File: config.mk
export PLATFORM = sky130hd
export DESIGN_NAME = contador_mod_n_flat
export DESIGN_NICKNAME = d
export VERILOG_FILES = /design/src/rtl/contador_pkg.sv /design/src/rtl/contador_mod_n_if.sv /design/src/rtl/contador_mod_n_presc_tick.sv /design/src/rtl/contador_mod_n.sv /design/src/flat_wrapper.sv
export SDC_FILE = /design/constraint.sdc
export NUM_CORES = 1
export LEC_CHECK = 0
export ABC_AREA = 1
export BUFFER_PORTS_ARGS = -buffer_cell sky130_fd_sc_hd__buf_2
export CORE_AREA = 10 10 47 49
export CTS_CLUSTER_DIAMETER = 100
export DETAILED_ROUTE_END_ITERATION = 8
export DIE_AREA = 0 0 57 59
export SLEW_MARGIN = 10
export SYNTH_ARGS = -nofsm -noshare
export SYNTH_HDL_FRONTEND = slang
export SYNTH_SLANG_ARGS = --single-unit
export TNS_END_PERCENT = 100
File: constraint.sdc
create_clock -name CLK -period 1.25 [get_ports CLK]
set_input_delay 0.125 -clock CLK [delete_from_list [all_inputs] [get_ports CLK]]
set_output_delay 0.125 -clock CLK [all_outputs]
set_load 0.02 [all_outputs]
File: src/rtl/contador_pkg.sv
`default_nettype none
// ============================================================================
// Module   : contador_pkg
// Brief    : Shared constants and helpers for the modulo-N counter family.
// Revision : 1.0 - initial release
// ============================================================================
package contador_pkg;

  // Behaviour when the count reaches its limit
  localparam int MODE_WRAP = 0;
  localparam int MODE_SAT  = 1;

  // Bits needed to hold 0..n-1, never less than one so a register always exists
  function automatic int presc_width(input int n);
    int r;
    r = 0;
    for (int i = 0; i < 31; i++) begin
      if ((1 << i) < n) r = i + 1;
    end
    return (r < 1) ? 1 : r;
  endfunction

endpackage
`default_nettype wire

File: src/rtl/contador_mod_n_if.sv
`default_nettype none
// ============================================================================
// Module   : contador_mod_n_if
// Brief    : Control and status bundle of the modulo-N counter.
// Revision : 1.0 - initial release
// ============================================================================
interface contador_mod_n_if #(
  parameter int WIDTH = 3
);

  logic             EN;
  logic             UP;
  logic             LOAD;
  logic [WIDTH-1:0] LOAD_VAL;
  logic [WIDTH-1:0] salida;
  logic             TC;
  logic             SAT;

  // Controller side: drives the strobes, observes the count
  modport master (
    output EN, UP, LOAD, LOAD_VAL,
    input  salida, TC, SAT
  );

  // Counter side
  modport slave (
    input  EN, UP, LOAD, LOAD_VAL,
    output salida, TC, SAT
  );

endinterface
`default_nettype wire

File: src/rtl/contador_mod_n_presc_tick.sv
`default_nettype none
// ============================================================================
// Module   : presc_tick
// Brief    : Clock-enable prescaler; TICK fires on every PRESC-th enabled cycle.
// Revision : 1.0 - initial release
// ============================================================================
module presc_tick
  import contador_pkg::*;
#(
  parameter int PRESC = 1
) (
  input  wire logic CLK,
  input  wire logic RST,
  input  wire logic EN,
  input  wire logic CLR,
  output logic      TICK
);

  generate
    if (PRESC == 1) begin : g_no_presc
      // Every enabled cycle is a step; no phase to remember
      logic w_unused;
      assign w_unused = ^{CLK, RST, CLR};
      assign TICK     = EN;
    end else begin : g_presc
      localparam int              c_PW   = presc_width(PRESC);
      localparam logic [c_PW-1:0] c_LAST = c_PW'(PRESC - 1);

      logic [c_PW-1:0] r_p;

      // Phase counter: cleared by reset or CLR, frozen while EN is low
      always_ff @(posedge CLK) begin
        if (!RST) begin
          r_p <= '0;
        end else if (CLR) begin
          r_p <= '0;
        end else if (EN) begin
          r_p <= (r_p == c_LAST) ? '0 : r_p + c_PW'(1);
        end
      end

      assign TICK = EN & (r_p == c_LAST);
    end
  endgenerate

endmodule
`default_nettype wire

File: src/rtl/contador_mod_n.sv
`default_nettype none
// ============================================================================
// Module   : contador_mod_n
// Brief    : Up/down modulo-N counter with prescaler, load, wrap or saturate.
// Revision : 1.0 - initial release
// ============================================================================
module contador_mod_n
  import contador_pkg::*;
#(
  parameter int WIDTH  = 3,
  parameter int MODULO = 8,
  parameter int PRESC  = 1,
  parameter int MODE   = MODE_WRAP
) (
  input wire logic          CLK,
  input wire logic          RST,
  contador_mod_n_if.slave   bus
);

  // Largest reachable count; MODULO may equal 2**WIDTH, so MODULO-1 always fits
  localparam logic [WIDTH-1:0] c_MAX = WIDTH'(MODULO - 1);

  logic [WIDTH-1:0] r_cnt;
  logic             r_tc;
  logic             r_sat;
  logic             w_step;
  logic [WIDTH-1:0] w_load_val;

  presc_tick #(
    .PRESC (PRESC)
  ) u_presc (
    .CLK  (CLK),
    .RST  (RST),
    .EN   (bus.EN),
    .CLR  (bus.LOAD),
    .TICK (w_step)
  );

  // Out-of-range load values are clamped to the top of the range
  assign w_load_val = (bus.LOAD_VAL > c_MAX) ? c_MAX : bus.LOAD_VAL;

  // Count state: reset > load > step > hold; TC only survives one edge
  always_ff @(posedge CLK) begin
    if (!RST) begin
      r_cnt <= '0;
      r_tc  <= 1'b0;
      r_sat <= 1'b0;
    end else if (bus.LOAD) begin
      r_cnt <= w_load_val;
      r_tc  <= 1'b0;
      r_sat <= 1'b0;
    end else if (w_step) begin
      r_tc <= 1'b0;
      if (bus.UP) begin
        if (r_cnt < c_MAX) begin
          r_cnt <= r_cnt + WIDTH'(1);
          r_sat <= 1'b0;
        end else if (MODE == MODE_SAT) begin
          r_sat <= 1'b1;
        end else begin
          r_cnt <= '0;
          r_tc  <= 1'b1;
        end
      end else begin
        if (r_cnt != '0) begin
          r_cnt <= r_cnt - WIDTH'(1);
          r_sat <= 1'b0;
        end else if (MODE == MODE_SAT) begin
          r_sat <= 1'b1;
        end else begin
          r_cnt <= c_MAX;
          r_tc  <= 1'b1;
        end
      end
    end else begin
      r_tc <= 1'b0;
    end
  end

  assign bus.salida = r_cnt;
  assign bus.TC     = r_tc;
  assign bus.SAT    = r_sat;

endmodule
`default_nettype wire

File: src/flat_wrapper.sv
// flat-port wrapper written by rule: the top's interface ports become plain ports
module contador_mod_n_flat import contador_pkg::*;
#(
  parameter int WIDTH  = 3,
  parameter int MODULO = 8,
  parameter int PRESC  = 1,
  parameter int MODE   = MODE_WRAP
)
  (CLK, RST, bus_EN, bus_UP, bus_LOAD, bus_LOAD_VAL, bus_salida, bus_TC, bus_SAT);
  contador_mod_n_if #(.WIDTH(WIDTH)) bus_i ();
  input wire logic CLK;
  input wire logic RST;
  input wire logic [$bits(bus_i.EN)-1:0] bus_EN;
  input wire logic [$bits(bus_i.UP)-1:0] bus_UP;
  input wire logic [$bits(bus_i.LOAD)-1:0] bus_LOAD;
  input wire logic [$bits(bus_i.LOAD_VAL)-1:0] bus_LOAD_VAL;
  output wire logic [$bits(bus_i.salida)-1:0] bus_salida;
  output wire logic [$bits(bus_i.TC)-1:0] bus_TC;
  output wire logic [$bits(bus_i.SAT)-1:0] bus_SAT;
  assign bus_i.EN = bus_EN;
  assign bus_i.UP = bus_UP;
  assign bus_i.LOAD = bus_LOAD;
  assign bus_i.LOAD_VAL = bus_LOAD_VAL;
  assign bus_salida = bus_i.salida;
  assign bus_TC = bus_i.TC;
  assign bus_SAT = bus_i.SAT;
  contador_mod_n #(.WIDTH(WIDTH), .MODULO(MODULO), .PRESC(PRESC), .MODE(MODE)) u_core (.CLK(CLK), .RST(RST), .bus(bus_i));
endmodule
[Word level (Yosys, flattened, before mapping)]
Cells that the tools add are included.
Operators by class
  order comparisons: 2
  equality and inequality tests: 1
  $add $sub $neg: 2
  reduce and logical (&&, ||, !) cells: 6
  bitwise gates (word level): 2
  mux-type cells: 12
Operators with widths (count)
  two-way mux 3 bit: 6
  two-way mux 1 bit: 6
  nonzero test 2 bit: 2
  adder 3 x 1 -> 3 bit (second input constant): 1
  greater-than comparator 3 bit (second input constant): 1
  < comparator 3 bit (second input constant): 1
  AND reduction 3 bit: 1
  nonzero test 3 bit: 1
  OR reduction 3 bit: 1
  subtractor 3 x 1 -> 3 bit (second input constant): 1
  inequality test 2 x 1 -> 1 bit (second input constant): 1
  inverter 1 bit: 2
  OR reduction 2 bit: 1
Word-level totals
  output and inout bits: 5
  input bits: 8
  register bits: 5

[Depth between registers and ports, before layout]
Gate-level depths: netlist of run 1.
  word-level depth: 5
  depth in mapped cells: 8

[Modules after synthesis]
Synthesis of run 1 repeated with hierarchy kept, for this count alone.
Second synthesis, totals
  cells, all modules: 48
  area total of the unflattened synthesis: 304.0 µm²
Modules (own cells, without submodules)
  contador_mod_n: instances 1, cells an instance 47, area each 296.5 µm²
  presc_tick: instances 1, cells an instance 1, area each 7.5 µm²

[Least setup slack after synthesis of run 1]
Ideal clock, no wire load.
  kind: reg-to-reg
  from: reg u_core.r_cnt[0] (netlist: u_core.bus.salida[0])
  to: reg u_core.r_cnt[0] (netlist: u_core.bus.salida[0])
  arrival time: 1.309 ns
  setup time: 0.125 ns
  period minus slack after synthesis: 1.434 ns
  slack: -0.184 ns
  data required time: 1.125 ns
  path buffers: 0
  cell stages (with the launch flop): 8
  path through: dfxtp_1 > inv_1 > ha_1 > ha_1 > inv_1 > nor2_1 > o31ai_1 > a21oi_2
On the way
  longest elaborated chain between the ends: 5
  elaborated cells on any way between the ends: 9
  classes of those cells: add/sub: 2; order compare: 1; mux: 5; reduce/logical: 1
Ends and longest elaborated chain
  start, declared: line contador_mod_n.sv:23  | logic [WIDTH-1:0] r_cnt;
  start signal, assigned: line contador_mod_n.sv:49  | r_cnt <= w_load_val;
  start signal, assigned: line contador_mod_n.sv:56  | r_cnt <= r_cnt + WIDTH'(1);
  start signal, assigned: line contador_mod_n.sv:66  | r_cnt <= r_cnt - WIDTH'(1);
  subtractor 3 x 1 -> 3 bit, or another cell as far along: line contador_mod_n.sv:66
  two-way mux 3 bit, on equally long branches: line contador_mod_n.sv:65, contador_mod_n.sv:55
  two-way mux 3 bit *: line contador_mod_n.sv:54  | if (bus.UP) begin
  two-way mux 3 bit *: line contador_mod_n.sv:52  | end else if (w_step) begin
  two-way mux 3 bit *: line contador_mod_n.sv:48  | end else if (bus.LOAD) begin
Mark *: on every way between the ends. The rest lies on a longest branch, timed or not. The select of a mux whose other input is x is not followed.
A chain may end at the register's enable or synchronous reset.

[Final worst setup path of run 1]
  from: reg u_core.r_cnt[0] (netlist: u_core.bus.salida[0])
  to: reg u_core.r_cnt[2] (netlist: u_core.bus.salida[2])
The elaborated chain is that of the path after synthesis.

==> results.yml, run 1 <==
worst_setup_path:
  path_max_fanout: 2
  reg2reg_from: "u_core.bus.salida[0]"
  cp-end-kind: "flop"
  cpMaxStageDelayCell: "dfxtp_4"
  r2r-end: "u_core.bus.salida[2]"
  worstSetupPathType: "flop to flop"
  crit_chain: "inv_2 > ha_4 > ha_4 > nor2_1 > nor2_1 > nand2_1 > nand2_1 > a21oi_1"
  path_buf_inv: 1
  start_kind: "flop"
  rr_worst_depth: 8
  crit_required_ns: 1.37
  rrSetupSlack_ns: 0.05
  critPathArrivalTime_ns: 1.33
  slowest_delay_ns: 0.34
  path_delay_family: "adder cells"
clocking:
  h-tree-depth: 1
  cts_tree: "done"
  clock-sinks: 4
  clockBufferDepth: 2
  postCtsHoldBufs: 0
  clkLatencyLatePin_ns: 0.25
  root_buffer: "clkbuf_4"
  clkTransAtPathRegs_ns: 0.05
  numCtsBuffers: 3
finish:
  stdcell_area_um2: 457.9
  layout.area.seq_um2: 87.58
  post-route-util: 0.3268
  nets: 74
  diodes: 0
  fill_cells: 157
  drive_gt1_frac: 0.5161
  multi_input_area_um2: 212.7
  syn2layout_area_growth_pct: 58.44
timing:
  min_period_ns: 1.204
  slew_violations: 0
  fin_crit_sh: 0.9634
  setup_viol: 0
  fmax_ghz: 0.8304
  fin_skew_ns: 0.01556
  timing_hold_violations_final: 0
  rsz0062_at_grt: "true"
pwr:
  power_switching_mw: 0.1557
  p_sw_frac: 0.3214
  pwr-share-seq: 0.294
  p_total_mw: 0.4845
  p_comb_frac: 0.321
  ir_worst_vdd_uv: 373.5
  power_density_nw_per_um2: 1058
  p_leak_nw: 0.2134
  p_clk_frac: 0.385
  p_int_mw: 0.3288
outcome:
  outcome: "complete, no violations"
global_route:
  antenna_found_initial: 0
  gr-usage-all-layers: 0.05190
  grt_pass1_wl_um: 1338
  overflow: 0
  grt_pass1_vias: 336
  grt_max_degree: 7
drt:
  drt_iter0_drc: 6
  drtPass1Iterations: 4
  drtAntennaViolNets: 0
  drc: 0
  vias: 352
  drt-total-wl_um: 857
  wl_per_cell_um: 10.99
  via_per_inst: 4.513
yosys:
  synth_seq_cells: 4
  synthMuxAreaShare: 0
  netlist_instances: 44
  synth_top_family_by_area: "simple AND/OR/NAND/NOR gates"
  yosysWarnings: 0
  synth_nets: 55
  synth-compound-area-share: 0.1212
  ys_seq_area_frac: 0.2771
  avgSynthCellArea_um2: 6.569
  synthDistinctLibCells: 16
  synth_xor_xnor_area_share: 0.03030
  synth_simple_gate_area_share: 0.3117
  netlist_area_um2: 289.0
  synthAdderAreaFrac: 0.1299
die:
  io_pins: 13
  coreArea_um2: 1401
  start_util: 0.2062
  die_h_um: 59
  core.rowCount: 14
  die_area_um2: 3363
  fp.dieW_um: 57
worst_hold_path:
  hp-start: "bus_LOAD_VAL[1]"
  hp-class: "primary input to flop"
  min_delay_worst_endpoint: "u_core.bus.salida[1]"
  hold-path-cell-count: 3
place:
  hpwl_um: 689.7
  postPlaceCellArea_um2: 399.1
  gp_congestion: 0.8186
  port_buffers: 11
job:
  maxCapViolCount: 0
## final cells by class
cell class              instances  share of cell area
flip-flops and latches          4              0.1913
multi-input cells              32              0.4645
inverters                       7             0.05738
well taps                      16             0.04372
clock buffers                   4             0.05738
repair buffers                 15              0.1858
## cell families after synthesis
kind of cell	Yosys count
flip-flops	4
XOR/XNOR	1
adder cells (fa/ha/maj)	3
other	1
AND/OR/NAND/NOR	22
AO/OA/AOI/OAI	5
buffers and inverters	8
## worst reg2reg max path, stage by stage, from the launching register on
cell	delay, ns
dfxtp_4	0.34
inv_2	0.05
ha_4	0.15
ha_4	0.25
nor2_1	0.03
nor2_1	0.09
nand2_1	0.06
nand2_1	0.05
a21oi_1	0.06
## power groups by stage
stage	logic, mW	registers, mW	clock network, mW
6_report	0.156	0.142	0.187
5_1_grt	0.168	0.143	0.208
4_1_cts	0.147	0.143	0.191
3_5_place_dp	0.133	0.145	0
3_3_place_gp	0.134	0.144	0
2_1_floorplan	0.0651	0.161	0
## flip-flops by register name, indices dropped and copies added (netlist names)
name / flops
u_core.bus.TC: 1
u_core.bus.salida: 3
## cells in the mapped netlist, drive strengths merged
master,n,area share
xnor2,1,0.030
ha,3,0.13
dfxtp,4,0.28
a21oi,2,0.048
a31oi,1,0.022
inv,7,0.091
o31ai,1,0.026
nor2,9,0.13
a211oi,1,0.026
buf,1,0.026
nand3,4,0.069
nand2,9,0.12
conb,1,0.013
## metal layers
layer	wire length (um)	share of wire	vias to the layer above	global-route usage
met4	38	0.044	0	0.06040
met3	93	0.11	4	0.02790
li1	-	-	174	-
met1	334	0.39	156	0.04762
met2	392	0.46	18	0.07597
met5	0	0	-	0
## how the worst max path moves through the flow
stage                                     from              endpoint  depth (start not counted)  slack, ns
after global placement    u_core.bus.salida[0]  u_core.bus.salida[0]                          7      0.005
final                     u_core.bus.salida[0]  u_core.bus.salida[2]                          8       0.05
after global routing      u_core.bus.salida[0]  u_core.bus.salida[0]                          7      -0.02
after floorplan           u_core.bus.salida[1]  u_core.bus.salida[0]                          7      -0.03
after detailed placement  u_core.bus.salida[0]  u_core.bus.salida[0]                          7      -0.01
after CTS                 u_core.bus.salida[0]  u_core.bus.salida[0]                          7       0.02
## cell usage in the layout (no fill, tap or decap)
master    instances
a21oi_2           1
a31oi_1           1
nand3_2           1
inv_1             2
nand2_1           9
buf_2            11
buf_4             4
a21oi_1           1
dfxtp_4           2
ha_4              2
clkbuf_4          3
inv_2             5
a211oi_1          1
conb_1            1
nor2_2            1
nand3_1           3
dfxtp_1           2
xnor2_1           1
nor2_1            8
clkbuf_1          1
o31ai_2           1
ha_2              1
## what timing repair did
item                                    in CTS  in global routing
buffers inserted                             0                  0
hold endpoints to repair                     0                  0
pin swaps                                    5                  5
resized for setup                            2                  4
endpoints found under the setup margin       1                  2
## through the flow
step	TNS, ns	setup WS (ns)	hold WS, ns	instances
5_1_grt	-0.04264	-0.02285	0.1373	78
2_1_floorplan	-0.03227	-0.03227	0.2216	44
3_5_place_dp	-0.01199	-0.01199	0.3983	74
4_1_cts	0	0.01775	0.1366	78
3_3_place_gp	0	0.004791	0.3974	74
6_report	0	0.04573	0.1367	78
Power figures use the tool's default switching activity.
==> inputs of run 2 (changes only) <==
--- a/config.mk
+++ b/config.mk
@@ -5,7 +5,6 @@
 export SDC_FILE = /design/constraint.sdc
 export NUM_CORES = 1
 export LEC_CHECK = 0
-export ABC_AREA = 1
 export BUFFER_PORTS_ARGS = -buffer_cell sky130_fd_sc_hd__buf_2
 export CORE_AREA = 10 10 47 49
 export CTS_CLUSTER_DIAMETER = 100
==> results.yml, run 2 <==
yosys:
  yosysWarnings: 0
  async_flop_share: 0
  yosysTopAreaCell: "dfxtp_1"
  yosys_most_used_dff: "dfxtp_1"
  avgSynthCellArea_um2: 8.493
  synthDistinctLibCells: 21
  netlist_instances: 33
  synth_nets: 44
  synth_edf_count: 0
  synth_common_cells: "4 x dfxtp_1, 4 x inv_1, 3 x ha_1"
  ys_seq_area_frac: 0.2857
  synth.area.top_cells: "dfxtp_1 29%, ha_1 13%, mux2i_1 7.1%, inv_1 5.4%, nand2b_4 4.9%"
  netlist_area_um2: 280.3
  synth.top_cell.area_share: 0.2857
  synth_seq_cells: 4
drt:
  drt_iter0_drc: 4
  top_layer_used: "met4"
  via_per_inst: 4.385
  drt-total-wl_um: 811
  wl_per_cell_um: 12.48
  route.met3.wl_um: 76
  vias: 285
  wl_met2_um: 389
  drtAntennaViolNets: 0
  wl_met1_um: 336
  drtPass1Iterations: 4
  drc: 0
die:
  io_pins: 13
  fp.dieW_um: 57
  core.rowCount: 14
  coreArea_um2: 1401
  die_area_um2: 3363
  die_h_um: 59
  start_util: 0.2000
worst_setup_path:
  critPathArrivalTime_ns: 1.49
  crit_chain: "inv_2 > ha_4 > ha_4 > nand2b_1 > a31oi_1 > a31oi_1 > o21a_1"
  crit_required_ns: 1.38
  cpMaxStageDelayCell: "dfxtp_4"
  path_max_fanout: 2
  slowest_delay_ns: 0.33
  worstSetupPathType: "flop to flop"
  cp-end-kind: "flop"
  start_kind: "flop"
clocking:
  postCtsSetupBuffers: 0
  cts_tree: "done"
  clock-sinks: 4
  clkTransAtPathRegs_ns: 0.04
  clkLatencyLatePin_ns: 0.24
  root_buffer: "clkbuf_4"
  clockBufferDepth: 2
  h-tree-depth: 1
  numCtsBuffers: 3
finish:
  final_common_cell: "buf_2"
  post-route-util: 0.3036
  fill_cells: 174
  nets: 62
  diodes: 0
  drive_gt1_frac: 0.4898
  stdcell_area_um2: 425.4
  largest_reg_flops: 3
  final_cell_mix: "11 x buf_2, 3 x clkbuf_4, 3 x buf_4"
  syn2layout_area_growth_pct: 51.79
place:
  hpwl_um: 647.1
  postPlaceCellArea_um2: 380.4
  pre_cts_ws_ns: -0.09873
  port_buffers: 11
  gp_congestion: 0.7398
global_route:
  grt_pass1_wl_um: 1255
  grt_max_degree: 7
  overflow: 0
  antenna_found_initial: 0
  gr-usage-all-layers: 0.05184
  grt_pass1_vias: 276
timing:
  fmax_ghz: 0.7359
  setup_slack_ns: -0.1090
  rsz0062_at_grt: "true"
  fin_crit_sh: 1.087
  timing_hold_violations_final: 0
  finalSetupTns_ns: -0.1090
  setup_viol: 1
  fin_skew_ns: 0.0004835
  hold_slack_ns: 0.1011
  min_period_ns: 1.359
  slew_violations: 0
pwr:
  p_leak_nw: 0.1927
  ir_worst_vdd_uv: 441.1
  power_density_nw_per_um2: 1049
outcome:
  violations: "negative setup slack"
  outcome: "finished with violations"
worst_hold_path:
  hp-class: "primary input to flop"
job:
  maxCapViolCount: 0
==> run 2: changes by cell type in the layout (fill, tap and decap cells not counted), moves of 2 or more <==
cell     before  now
nand3_1       3    1
mux2i_1       0    2
nand2_1       9    2
inv_2         5    2
nor2_1        8    0
==> run 2: final timing paths <==
| path | startpoint | end | slack [ns] | depth (start not counted) |
|---|---|---|---|---|
| hold reg to reg | u_core.bus.salida[2] | u_core.bus.TC | 0.61 | 3 |
| hold / removal | bus_LOAD | u_core.bus.TC | 0.10 | 2 |
| setup / recovery | u_core.bus.salida[0] | u_core.bus.salida[2] | -0.11 | 7 |
| setup reg to reg | u_core.bus.salida[0] | u_core.bus.salida[2] | -0.11 | 7 |
==> run 2: worst max-delay path: cells and delay by family (launching register included) <==
family                     cells  cell delay, ns
and+or+nand+nor                1            0.05
AOI/OAI and AO/OA              3            0.43
DFF                            1            0.33
buffers and inverters          1            0.04
adders and majority gates      2            0.40
==> run 2: logic make-up (layout without fill, tap and decap cells) <==
group | Yosys count | after routing | synth area share
AO/OA/AOI/OAI | 9 | 9 | 0.2054
XOR/XNOR | 1 | 1 | 0.03126
adder cells (fa/ha/maj) | 3 | 3 | 0.1339
buffers and inverters | 5 | 21 | 0.08035
flip-flops | 4 | 4 | 0.2857
multiplexers | 2 | 2 | 0.07143
other | 1 | 1 | 0.01338
AND/OR/NAND/NOR | 8 | 8 | 0.1786
==> run 2: per-stage QoR <==
stage	instances	power (mW)
after floorplan	33	0.2212
after global placement	62	0.2649
after detailed placement	62	0.2676
after CTS	65	0.4621
after global routing	65	0.4954
final	65	0.4464
==> run 2: power breakdown <==
group | total (mW) | internal [mW] | switching, mW
sequential | 0.141 | 0.137 | 0.00440
clock | 0.166 | 0.108 | 0.0584
combinational | 0.139 | 0.0673 | 0.0718
==> run 2: repair_timing <==
action,4_1_cts,5_1_grt
endpoints found under the setup margin,1,1
gates resized for setup,2,0
hold buffers,0,0
pin swaps,4,2
==> run 2: per-layer routing <==
layer / global-route usage / vias to the layer above
li1: - / 148
met4: 0.03020 / 0
met1: 0.04626 / 124
met3: 0.05365 / 2
met5: 0 / -
met2: 0.07287 / 11
==> run 2: layout make-up <==
cell class / count / area [um^2] / area share
clock buffers: 3 / 22.52 / 0.05294
inverters: 4 / 15.01 / 0.03529
multi-input cells: 24 / 202.7 / 0.4765
flip-flops and latches: 4 / 87.58 / 0.2059
well taps: 16 / 20.02 / 0.04706
repair buffers: 14 / 77.57 / 0.1824
